<file path="src/rtl/rr_encoder_arbiter.sv">
// Round-robin arbiter: grants one requester at a time (one-hot + binary index), held until done or request drop.
// Optional ARB_TIMEOUT_EN macro bounds grant length to TIMEOUT cycles and pulses timeout on a forced release.
module rr_encoder_arbiter #(
    parameter int unsigned OUT_SIZE = 2,
    parameter int unsigned IN_SIZE  = 1 << OUT_SIZE,
    parameter int unsigned TIMEOUT  = 16
) (
    input  logic                clk,
    input  logic                rst,
    input  logic                enable,
    input  logic [IN_SIZE-1:0]  req,
    input  logic                done,
    output logic [IN_SIZE-1:0]  grant,
    output logic [OUT_SIZE-1:0] grant_idx,
    output logic                grant_valid,
    output logic                timeout
);

    typedef enum logic {
        S_IDLE  = 1'b0,
        S_GRANT = 1'b1
    } state_t;

    state_t              r_state,       w_state_nxt;
    logic [OUT_SIZE-1:0] r_ptr,         w_ptr_nxt;
    logic [IN_SIZE-1:0]  r_grant,       w_grant_nxt;
    logic [OUT_SIZE-1:0] r_grant_idx,   w_grant_idx_nxt;
    logic                r_grant_valid, w_grant_valid_nxt;

    logic                w_pick_found;
    logic [OUT_SIZE-1:0] w_pick_idx;
    logic                w_release;
    logic                w_force;

    if (TIMEOUT == 0) begin : g_bad_timeout
        $error("TIMEOUT must be >= 1");
    end

    // First requester at or after the pointer, wrapping around naturally.
    always_comb begin
        w_pick_found = 1'b0;
        w_pick_idx   = '0;
        for (int unsigned k = 0; k < IN_SIZE; k++) begin
            if (!w_pick_found && req[OUT_SIZE'(r_ptr + OUT_SIZE'(k))]) begin
                w_pick_found = 1'b1;
                w_pick_idx   = OUT_SIZE'(r_ptr + OUT_SIZE'(k));
            end
        end
    end

    assign w_release = done | ~req[r_grant_idx];

`ifdef ARB_TIMEOUT_EN
    localparam int unsigned CNT_W = $clog2(TIMEOUT + 1);

    logic [CNT_W-1:0] r_cnt;
    logic             r_timeout;

    // Normal release wins over the forced one, so no pulse when both coincide.
    assign w_force = (r_state == S_GRANT) && !w_release && (r_cnt == CNT_W'(TIMEOUT - 1));

    always_ff @(posedge clk or posedge rst) begin
        if (rst) begin
            r_cnt     <= '0;
            r_timeout <= 1'b0;
        end else begin
            r_cnt     <= (r_state == S_GRANT) ? r_cnt + CNT_W'(1) : '0;
            r_timeout <= w_force;
        end
    end

    assign timeout = r_timeout;
`else
    assign w_force = 1'b0;
    assign timeout = 1'b0;
`endif

    always_ff @(posedge clk or posedge rst) begin
        if (rst) begin
            r_state       <= S_IDLE;
            r_ptr         <= '0;
            r_grant       <= '0;
            r_grant_idx   <= '0;
            r_grant_valid <= 1'b0;
        end else begin
            r_state       <= w_state_nxt;
            r_ptr         <= w_ptr_nxt;
            r_grant       <= w_grant_nxt;
            r_grant_idx   <= w_grant_idx_nxt;
            r_grant_valid <= w_grant_valid_nxt;
        end
    end

    always_comb begin
        w_state_nxt       = r_state;
        w_ptr_nxt         = r_ptr;
        w_grant_nxt       = r_grant;
        w_grant_idx_nxt   = r_grant_idx;
        w_grant_valid_nxt = r_grant_valid;
        case (r_state)
            S_IDLE: begin
                if (enable && w_pick_found) begin
                    w_state_nxt       = S_GRANT;
                    w_grant_nxt       = IN_SIZE'(1) << w_pick_idx;
                    w_grant_idx_nxt   = w_pick_idx;
                    w_grant_valid_nxt = 1'b1;
                end
            end
            S_GRANT: begin
                // Leaving GRANT always passes through IDLE, giving the turnaround cycle.
                if (w_release || w_force) begin
                    w_state_nxt       = S_IDLE;
                    w_ptr_nxt         = r_grant_idx + OUT_SIZE'(1);
                    w_grant_nxt       = '0;
                    w_grant_idx_nxt   = '0;
                    w_grant_valid_nxt = 1'b0;
                end
            end
            default: begin
                w_state_nxt       = S_IDLE;
                w_grant_nxt       = '0;
                w_grant_idx_nxt   = '0;
                w_grant_valid_nxt = 1'b0;
            end
        endcase
    end

    assign grant       = r_grant;
    assign grant_idx   = r_grant_idx;
    assign grant_valid = r_grant_valid;

endmodule

</file>
<file path="config.mk">
export PLATFORM = sky130hd
export DESIGN_NAME = rr_encoder_arbiter
export DESIGN_NICKNAME = d
export VERILOG_FILES = /design/src/rtl/rr_encoder_arbiter.sv
export SDC_FILE = /design/constraint.sdc
export NUM_CORES = 1
export LEC_CHECK = 0
export ABC_AREA = 0
export CORE_AREA = 4 4 41 43
export CTS_BUF_LIST = sky130_fd_sc_hd__clkbuf_4 sky130_fd_sc_hd__clkbuf_8
export DETAILED_ROUTE_END_ITERATION = 12
export DIE_AREA = 0 0 45 47
export PLACE_DENSITY = 0.71
export SETUP_SLACK_MARGIN = 0.2
export SYNTH_ARGS = -nofsm -noshare
export SYNTH_HDL_FRONTEND = slang
export SYNTH_SLANG_ARGS = --single-unit
</file>
<file path="constraint.sdc">
create_clock -name clk -period 2.5 [get_ports clk]
set_clock_uncertainty 0.2 [all_clocks]
set_input_delay 0.75 -clock clk [delete_from_list [all_inputs] [get_ports clk]]
set_output_delay 0.75 -clock clk [all_outputs]
set_load 0.01 [all_outputs]
</file>
* Yosys cells after proc, flatten, opt, wreduce, memory -nomap -nowiden
Cells that the tools add are included.
** Word-level totals
- Register bits after elaboration :: 10
- Input bits :: 8
- Output and inout port bits :: 8
** Operators by class
- Add/sub/neg operators :: 4
- Magnitude comparators :: 5
- Eq/ne operators :: 2
- Shift operators :: 1
- Muxes and demuxes :: 30
- Bitwise logic cells :: 3
- Reduce and logical (&&, ||, !) cells :: 9
** Operators by type and width (number)
- < comparator 2 x 3 -> 1 bit (second input constant) :: 5
- 2-to-1 mux 1 bit :: 13
- 2-to-1 mux 2 bit :: 6
- binary-select mux 1 bit (select 2 bit) :: 5
- 2-to-1 mux 4 bit :: 2
- case mux 4 bit (2 select lines) :: 1
- adder 2 x 1 -> 2 bit (second input constant) :: 2
- adder 2 bit (second input constant) :: 2
- logical AND 1 bit :: 4
- case mux 1 bit (2 select lines) :: 2
- case mux 2 bit (2 select lines) :: 1
- AND reduction 2 bit :: 2
- << shifter 1 x 2 -> 4 bit (first input constant) :: 1
- zero test 1 bit :: 3
- != test 2 x 1 -> 1 bit (second input constant) :: 1
- != test 2 bit (second input constant) :: 1
- inverter 1 bit :: 2
- bitwise OR 1 bit :: 1

* Logic depth before layout (Yosys ltp)
Gate-level depths: netlist of run 1.
- Depth in word-level cells :: 15
- Mapped depth :: 4
- Depth with buffers taken out :: 4

* Least setup slack after synthesis of run 1
OpenSTA, ideal clock, no wires.
- Kind :: in2reg
- From :: input req[1]
- To :: register r_ptr[1]
- Arrival time :: 1.626 ns
- Required time :: 2.175 ns
- Slack :: 0.549 ns
- Stages :: 4
- Path buffers :: 0
- Cells stage by stage :: mux2i_1 > or3_4 > nand3_1 > mux2_2
** On the way
- Cells in the longest elaborated chain, start to end :: 5
** RTL lines
- start, declared :: RTL line 11 : input logic [IN_SIZE-1:0] req,
- binary-select mux 1 bit (select 2 bit) :: RTL line 51 : assign w_release = done | ~req[r_grant_idx];
- 2-to-1 mux 1 bit (implied by the code) :: RTL line 51
- inverter 1 bit :: RTL line 51
- bitwise OR 1 bit :: RTL line 51
- AND reduction 2 bit (no source line)
- end signal, assigned :: RTL line 87 : r_ptr <= w_ptr_nxt;
- end, declared :: RTL line 25 : logic [OUT_SIZE-1:0] r_ptr, w_ptr_nxt;
Every way passes these cells. The select of a mux whose other input is x is not followed.
A chain may end at the register's enable or synchronous reset.

* Final worst setup path of run 1
- From :: input req[0]
- To :: register r_ptr[1]
The elaborated chain is that of the path after synthesis.

==> impl_results.md, run 1 <==
* Outcome: finished, final reports clean
* Synthesized area at between 500 and 600 sq um
* Reg2reg start: grant_idx[0]$_DFFE_PP0P_
* Netlist cell types at 24
* Yosys top cell by area: dfrtp_1
* Share of cells above drive strength 1 at 0.275
* HPWL after DPL at between 900 and 1000 microns
* Buffer levels on the longest clock path at 2
* Num CTS Buffers at 3
* Die Y at 47 microns
* Post-CTS sizing at 0
* Clock Pin Slew Worst Setup and Hold Paths at ~0.070 ns
* N_diodes at 0
* Fillers at 111
* Per-cell routed wire length at ~15 microns
* Min Tclk post-route at between 2 and 2.5 ns
* Worst Path Class, Setup: in -> reg
* VDD IR-drop max at around 0.00052 V
* Power density over the cells at 1020 mW/mm^2
* Max frequency at ~450 MHz
* First DRT Iteration DRCs at 15
* DRC Markers at 0
* WP data arrival at 2.17 ns
* Logic pwr share at 0.456
* Slowest stage cell, crit path: clkdlybuf4s50_1
* Vias in the first global route at approximately 470
* Final hold slack at just under 0.3 ns
* Initial Util at 0.422
* Syn_nets at 54
* Net Sw Frac at 0.338
* Synth top area share at 0.456
* DRT Pass-1 Iters at 4
* Overflow after GRT at 0
* CP Max Fanout at 3
* Clock power frac at 0.177
* Via Count at 466
* Mapped Avg Cell Area at about 12 sq um
* Internal power at about 0.00054 W
* Chip Width at about 45 microns
* Critical Path Start Type: primary input
* Synth top area cells: dfrtp_1 (46%), a32o_1 (7.3%), mux2i_1 (5.5%)
* RSZ-0062 raised after global routing: false
* Mapped Cells at 46
* Reg2reg setup slack at 0.77 ns
* Core footprint at roughly 0.0013 sq mm
* Crit Reg-Reg Endpoint: r_ptr[1]$_DFFE_PP0P_
* Final Slew Violations at 0
* Syn. warnings at 0
* Io pins at 16
* Sequential area share after synthesis at 0.456
* Largest net degree at the start of global routing at 11
* Hold path start: grant[1]$_DFFE_PP0P_
* Yosys reg bits at 10
* Worst stage delay on the critical path at 0.51 ns
* GRT Resource Usage Total at 0.134
* IO Port Bufs at 14
* Maximum capacitance violations at 0
* DP Cell Count at 80
* Final Routed Wirelength at 1240 microns
* Hold buffer count at cts at 0
* Final worst path period share at 0.889
* Die Footprint at about 0.0021 sq mm
* Switching pwr at about 0.00028 W
* Leakage power at around 0.35 nW
* Commonest non-fill, non-tap cell in the layout: clkdlybuf4s50_1
* WHS Endpoint: grant[1]$_DFFE_PP0P_
* Final setup TNS at 0 ns
* CP cell instances: clkdlybuf4s50_1 -> mux2i_1 -> or3_4 -> nand3_1 -> mux2_2
* Most frequent cells in the layout: clkdlybuf4s50_1 (14), dfrtp_1 (9), buf_4 (5)
* Remaining antenna violation count at 0
* Global-route wire length before repair at between 2000 and 2500 microns
* Non-Filler Instances at 84
* Initial antenna violation count at 0
* Post-CTS Setup Inserts at 0
* Hold Path Class: reg -> reg
* Final setup viols at 0
* Root buf cell: clkbuf_4
* Final Wtd Congestion at ~0.74
* FF-to-FF path depth at 4
* # rows at 13
* Via density per instance at 5.55
* Flop pwr share at 0.367
* Htree depth at 1
* Worst EP required at around 2.5 ns
* Crit end category: flip-flop
* Hold Path Cell Cnt at 1
* TritonCTS clock tree: yes
* Clock sink total at 10
* Fin. Hold Viols at 0
* Synth-to-Final Area Change at 44.9%
* Nets at 78
* Worst-Skew Late Latency at roughly 0.26 ns
==> registers in the layout, summed over array words and instances (netlist names) <==
register,cells
grant_valid,1
r_ptr,2
grant_idx,2
grant,4
r_state,1
==> cells in the mapped netlist <==
master and instances:
a21o_1 2, a21oi_1 2, a22o_2 2, a31oi_4 1, a32o_1 4, buf_4 1
conb_1 1, dfrtp_1 10, inv_1 2, mux2_2 2, mux2i_1 3, nand2_1 2
nand2b_1 2, nand3_1 1, nand3b_1 1, nor3b_2 1, nor4_1 1, o21a_1 2
o221a_2 1, o221ai_1 1, o22a_1 1, o22ai_1 1, or3_4 1, xor2_1 1
==> routing by layer <==
layer	up-vias	track usage	part of all wire
li1	225	-	-
met1	218	0.185	0.48
met2	20	0.192	0.44
met3	3	0.0345	0.060
met4	0	0.0702	0.011
met5	-	0	0
==> worst max-delay path, delay by kind of cell <==
| kind | cells | cell delay, ns |
|---|---|---|
| multiplexers | 2 | 0.43 |
| buffers and inverters | 1 | 0.51 |
| AND/OR/NAND/NOR | 2 | 0.48 |
==> power by group through the flow <==
stage | Sequential (W) | Combinational [W] | Clock, W
after floorplan | 0.000309 | 0.000188 | 0
after global placement | 0.000297 | 0.000366 | 0
after detailed placement | 0.000300 | 0.000370 | 0
after CTS | 0.000297 | 0.000373 | 0.000149
after global routing | 0.000309 | 0.000401 | 0.000157
final | 0.000299 | 0.000371 | 0.000144
==> worst max-delay path by stage <==
| stage | start | to | slack, ns | cells past startpoint |
|---|---|---|---|---|
| 3_3_place_gp | req[0] | r_ptr[1]$_DFFE_PP0P_ | 0.03 | 5 |
| 4_1_cts | grant_idx[0]$_DFFE_PP0P_ | grant_idx[0] | 0.21 | 1 |
| 5_1_grt | req[0] | r_ptr[1]$_DFFE_PP0P_ | 0.21 | 5 |
| 3_5_place_dp | req[0] | r_ptr[1]$_DFFE_PP0P_ | 0.007 | 5 |
| 6_report | req[0] | r_ptr[1]$_DFFE_PP0P_ | 0.28 | 5 |
| 2_1_floorplan | req[1] | r_ptr[1]$_DFFE_PP0P_ | 0.55 | 4 |
==> stage by stage <==
step	util	cell area, sq um	total power, W	setup slack, ns
5_1_grt	0.612	796	0.000867	0.207
3_3_place_gp	0.583	758	0.000662	0.0293
6_report	0.612	796	0.000815	0.277
4_1_cts	0.611	795	0.000819	0.210
3_5_place_dp	0.583	758	0.000670	0.00749
2_1_floorplan	-	549	0.000497	0.549
==> kinds of logic (layout without fill, tap and decap cells) <==
kind of cell,after synthesis,after routing,synth area share
and+or+nand+nor,9,9,0.114
other,1,1,0.00683
AOI/OAI and AO/OA,17,17,0.285
muxes,5,5,0.0957
DFF,10,10,0.456
buffers and inverters,3,26,0.0273
xor gates and xnor gates,1,1,0.0159
==> final cells by class <==
| type | count | area, sq um | share of cell area |
|---|---|---|---|
| inverter | 2 | 7.51 | 0.00943 |
| clock buffer | 4 | 36.3 | 0.0456 |
| sequential | 10 | 251 | 0.316 |
| timing repair buffer | 20 | 198 | 0.248 |
| multi-input combinational | 33 | 284 | 0.357 |
| tap | 15 | 18.8 | 0.0236 |
Power figures use the tool's default switching activity.
==> inputs of run 2 (changes only) <==
--- a/config.mk
+++ b/config.mk
@@ -6,10 +6,12 @@
 export NUM_CORES = 1
 export LEC_CHECK = 0
 export ABC_AREA = 0
+export CAP_MARGIN = 0
 export CORE_AREA = 4 4 41 43
 export CTS_BUF_LIST = sky130_fd_sc_hd__clkbuf_4 sky130_fd_sc_hd__clkbuf_8
 export DETAILED_ROUTE_END_ITERATION = 12
 export DIE_AREA = 0 0 45 47
+export MAX_ROUTING_LAYER = met4
 export PLACE_DENSITY = 0.71
 export SETUP_SLACK_MARGIN = 0.2
 export SYNTH_ARGS = -nofsm -noshare
==> impl_results.md, run 2 (synthesis gave the netlist of run 1 again) <==
* Initial antenna violation count at 0
* DRC Markers at 0
* Core footprint at 0.00130 sq mm
* Via density per instance at 5.54
* Chip Width at between 40 and 50 microns
* Most frequent cells in the layout: clkdlybuf4s50_1 (14), dfrtp_1 (9), buf_4 (5)
* Post-CTS Setup Inserts at 0
* Area occupied by registers at approximately 250 sq um
* VDD IR-drop max at roughly 0.00052 V
* Capture point of the critical path: r_ptr[1]$_DFFE_PP0P_
* Die Y at around 47 microns
* Net Sw Frac at 0.337
* Final setup TNS at 0 ns
* Maximum capacitance violations at 0
* Htree depth at 1
* Clock Pin Slew Worst Setup and Hold Paths at roughly 0.07 ns
* First DRT Iteration DRCs at 15
* Final hold slack at 0.294 ns
* Final Slew Violations at 0
* Leakage power at between 0.3 and 0.4 nW
* Initial Util at 0.422
* Num CTS Buffers at 3
* GRT Resource Usage Total at 0.138
* Power density over the cells at roughly 1000 mW/mm^2
* Switching pwr at approximately 0.00027 W
* HPWL after DPL at approximately 940 microns
* Crit Reg-Reg Endpoint: r_ptr[1]$_DFFE_PP0P_
* Worst Path Class, Setup: in -> reg
* Fin. Hold Viols at 0
* N_diodes at 0
* Synth-to-Final Area Change at 44.9%
* Via Count at 465
* Overflow after GRT at 0
* Global-route wire length before repair at roughly 2000 microns
* IO Port Bufs at 14
* Die Footprint at 0.00212 sq mm
* WP data arrival at about 2.2 ns
* FF-to-FF path depth at 4
* RSZ-0062 raised after global routing: false
* Min Tclk post-route at around 2.2 ns
* CP Launch Point: req[0]
* Crit end category: flip-flop
* Max frequency at ~450 MHz
* Hold Path Class: reg -> reg
* Final Wtd Congestion at ~0.75
* Logic pwr share at 0.456
* Worst EP required at 2.45 ns
* Root buf cell: clkbuf_4
* Nets at a little under 80
* Clock sink total at 10
* Outcome: finished, final reports clean
* Fillers at between 100 and 150
* Per-cell routed wire length at between 10 and 15 microns
* DRT Pass-1 Iters at 4
* Final setup viols at 0
* Critical Path Start Type: primary input
* Worst-Skew Late Latency at 0.26 ns
* # rows at 13
* DP Cell Count at 80
* Remaining antenna violation count at 0
* Area used by multi-input combinational logic at 284 sq um
* Max reg flops at 4
* Io pins at 16
* Internal power at 0.000539 W
* Non-Filler Instances at 84
* Buffer levels on the longest clock path at 2
* Flop pwr share at 0.368
* Vias in the first global route at around 470
* Clock power frac at 0.176
* Commonest non-fill, non-tap cell in the layout: clkdlybuf4s50_1
* Reg2reg setup slack at 0.77 ns
* TritonCTS clock tree: yes
* CP Max Fanout at 3
* Largest net degree at the start of global routing at 11
* Hold path start: grant[1]$_DFFE_PP0P_
* Share of cells above drive strength 1 at 0.275
* Reg2reg start: grant_idx[0]$_DFFE_PP0P_
* Final worst path period share at 0.890
* Final Routed Wirelength at roughly 1200 microns
-- run 2: cell counts in the layout (fill, tap and decap cells not counted) --
Identical to the previous run, type by type.
-- run 2: per-layer routing --
metal	vias up	GRT usage	part of all wire
met3	3	0.0345	0.050
met5	-	-	0
li1	225	-	-
met1	219	0.185	0.49
met2	18	0.192	0.45
met4	0	0.0702	0.011
-- run 2: worst max-delay path: stages --
cell and delay [ns]:
clkdlybuf4s50_1 0.51, mux2i_1 0.09, or3_4 0.36, nand3_1 0.12, mux2_2 0.34
-- run 2: final cells by class --
type	instances	area share
clock buffers	4	0.0456
repair buffers	20	0.248
multi-input cells	33	0.357
flip-flops and latches	10	0.316
inverters	2	0.00943
well taps	15	0.0236
-- run 2: worst min path at each step --
stage | slack (ns) | endpoint | cells past startpoint
final | 0.29 | grant[1]$_DFFE_PP0P_ | 1
after global routing | 0.31 | grant[1]$_DFFE_PP0P_ | 1
after CTS | 0.30 | grant[1]$_DFFE_PP0P_ | 1
after detailed placement | 0.28 | grant[1]$_DFFE_PP0P_ | 1
after global placement | 0.28 | grant_valid$_DFFE_PP0P_ | 1
after floorplan | 0.33 | grant_valid$_DFFE_PP0P_ | 1
-- run 2: through the flow --
stage | cell area (sq um) | util | setup slack [ns] | total power (W)
global route | 796 | 0.612 | 0.207 | 0.000867
global placement | 758 | 0.583 | 0.0293 | 0.000662
finish | 796 | 0.612 | 0.275 | 0.000813
floorplan | 549 | - | 0.549 | 0.000497
detailed placement | 758 | 0.583 | 0.00749 | 0.000670
CTS | 795 | 0.611 | 0.210 | 0.000819
-- run 2: power by group through the flow --
stage | Combinational, W | Clock (W) | Sequential [W]
6_report | 0.000371 | 0.000143 | 0.000299
5_1_grt | 0.000401 | 0.000157 | 0.000309
4_1_cts | 0.000373 | 0.000149 | 0.000297
3_5_place_dp | 0.000370 | 0 | 0.000300
3_3_place_gp | 0.000366 | 0 | 0.000297
2_1_floorplan | 0.000188 | 0 | 0.000309
-- run 2: timing repair --
action	4_1_cts	5_1_grt
endpoints found under the setup margin	0	1
hold buffers	0	0
gates resized for setup	0	1
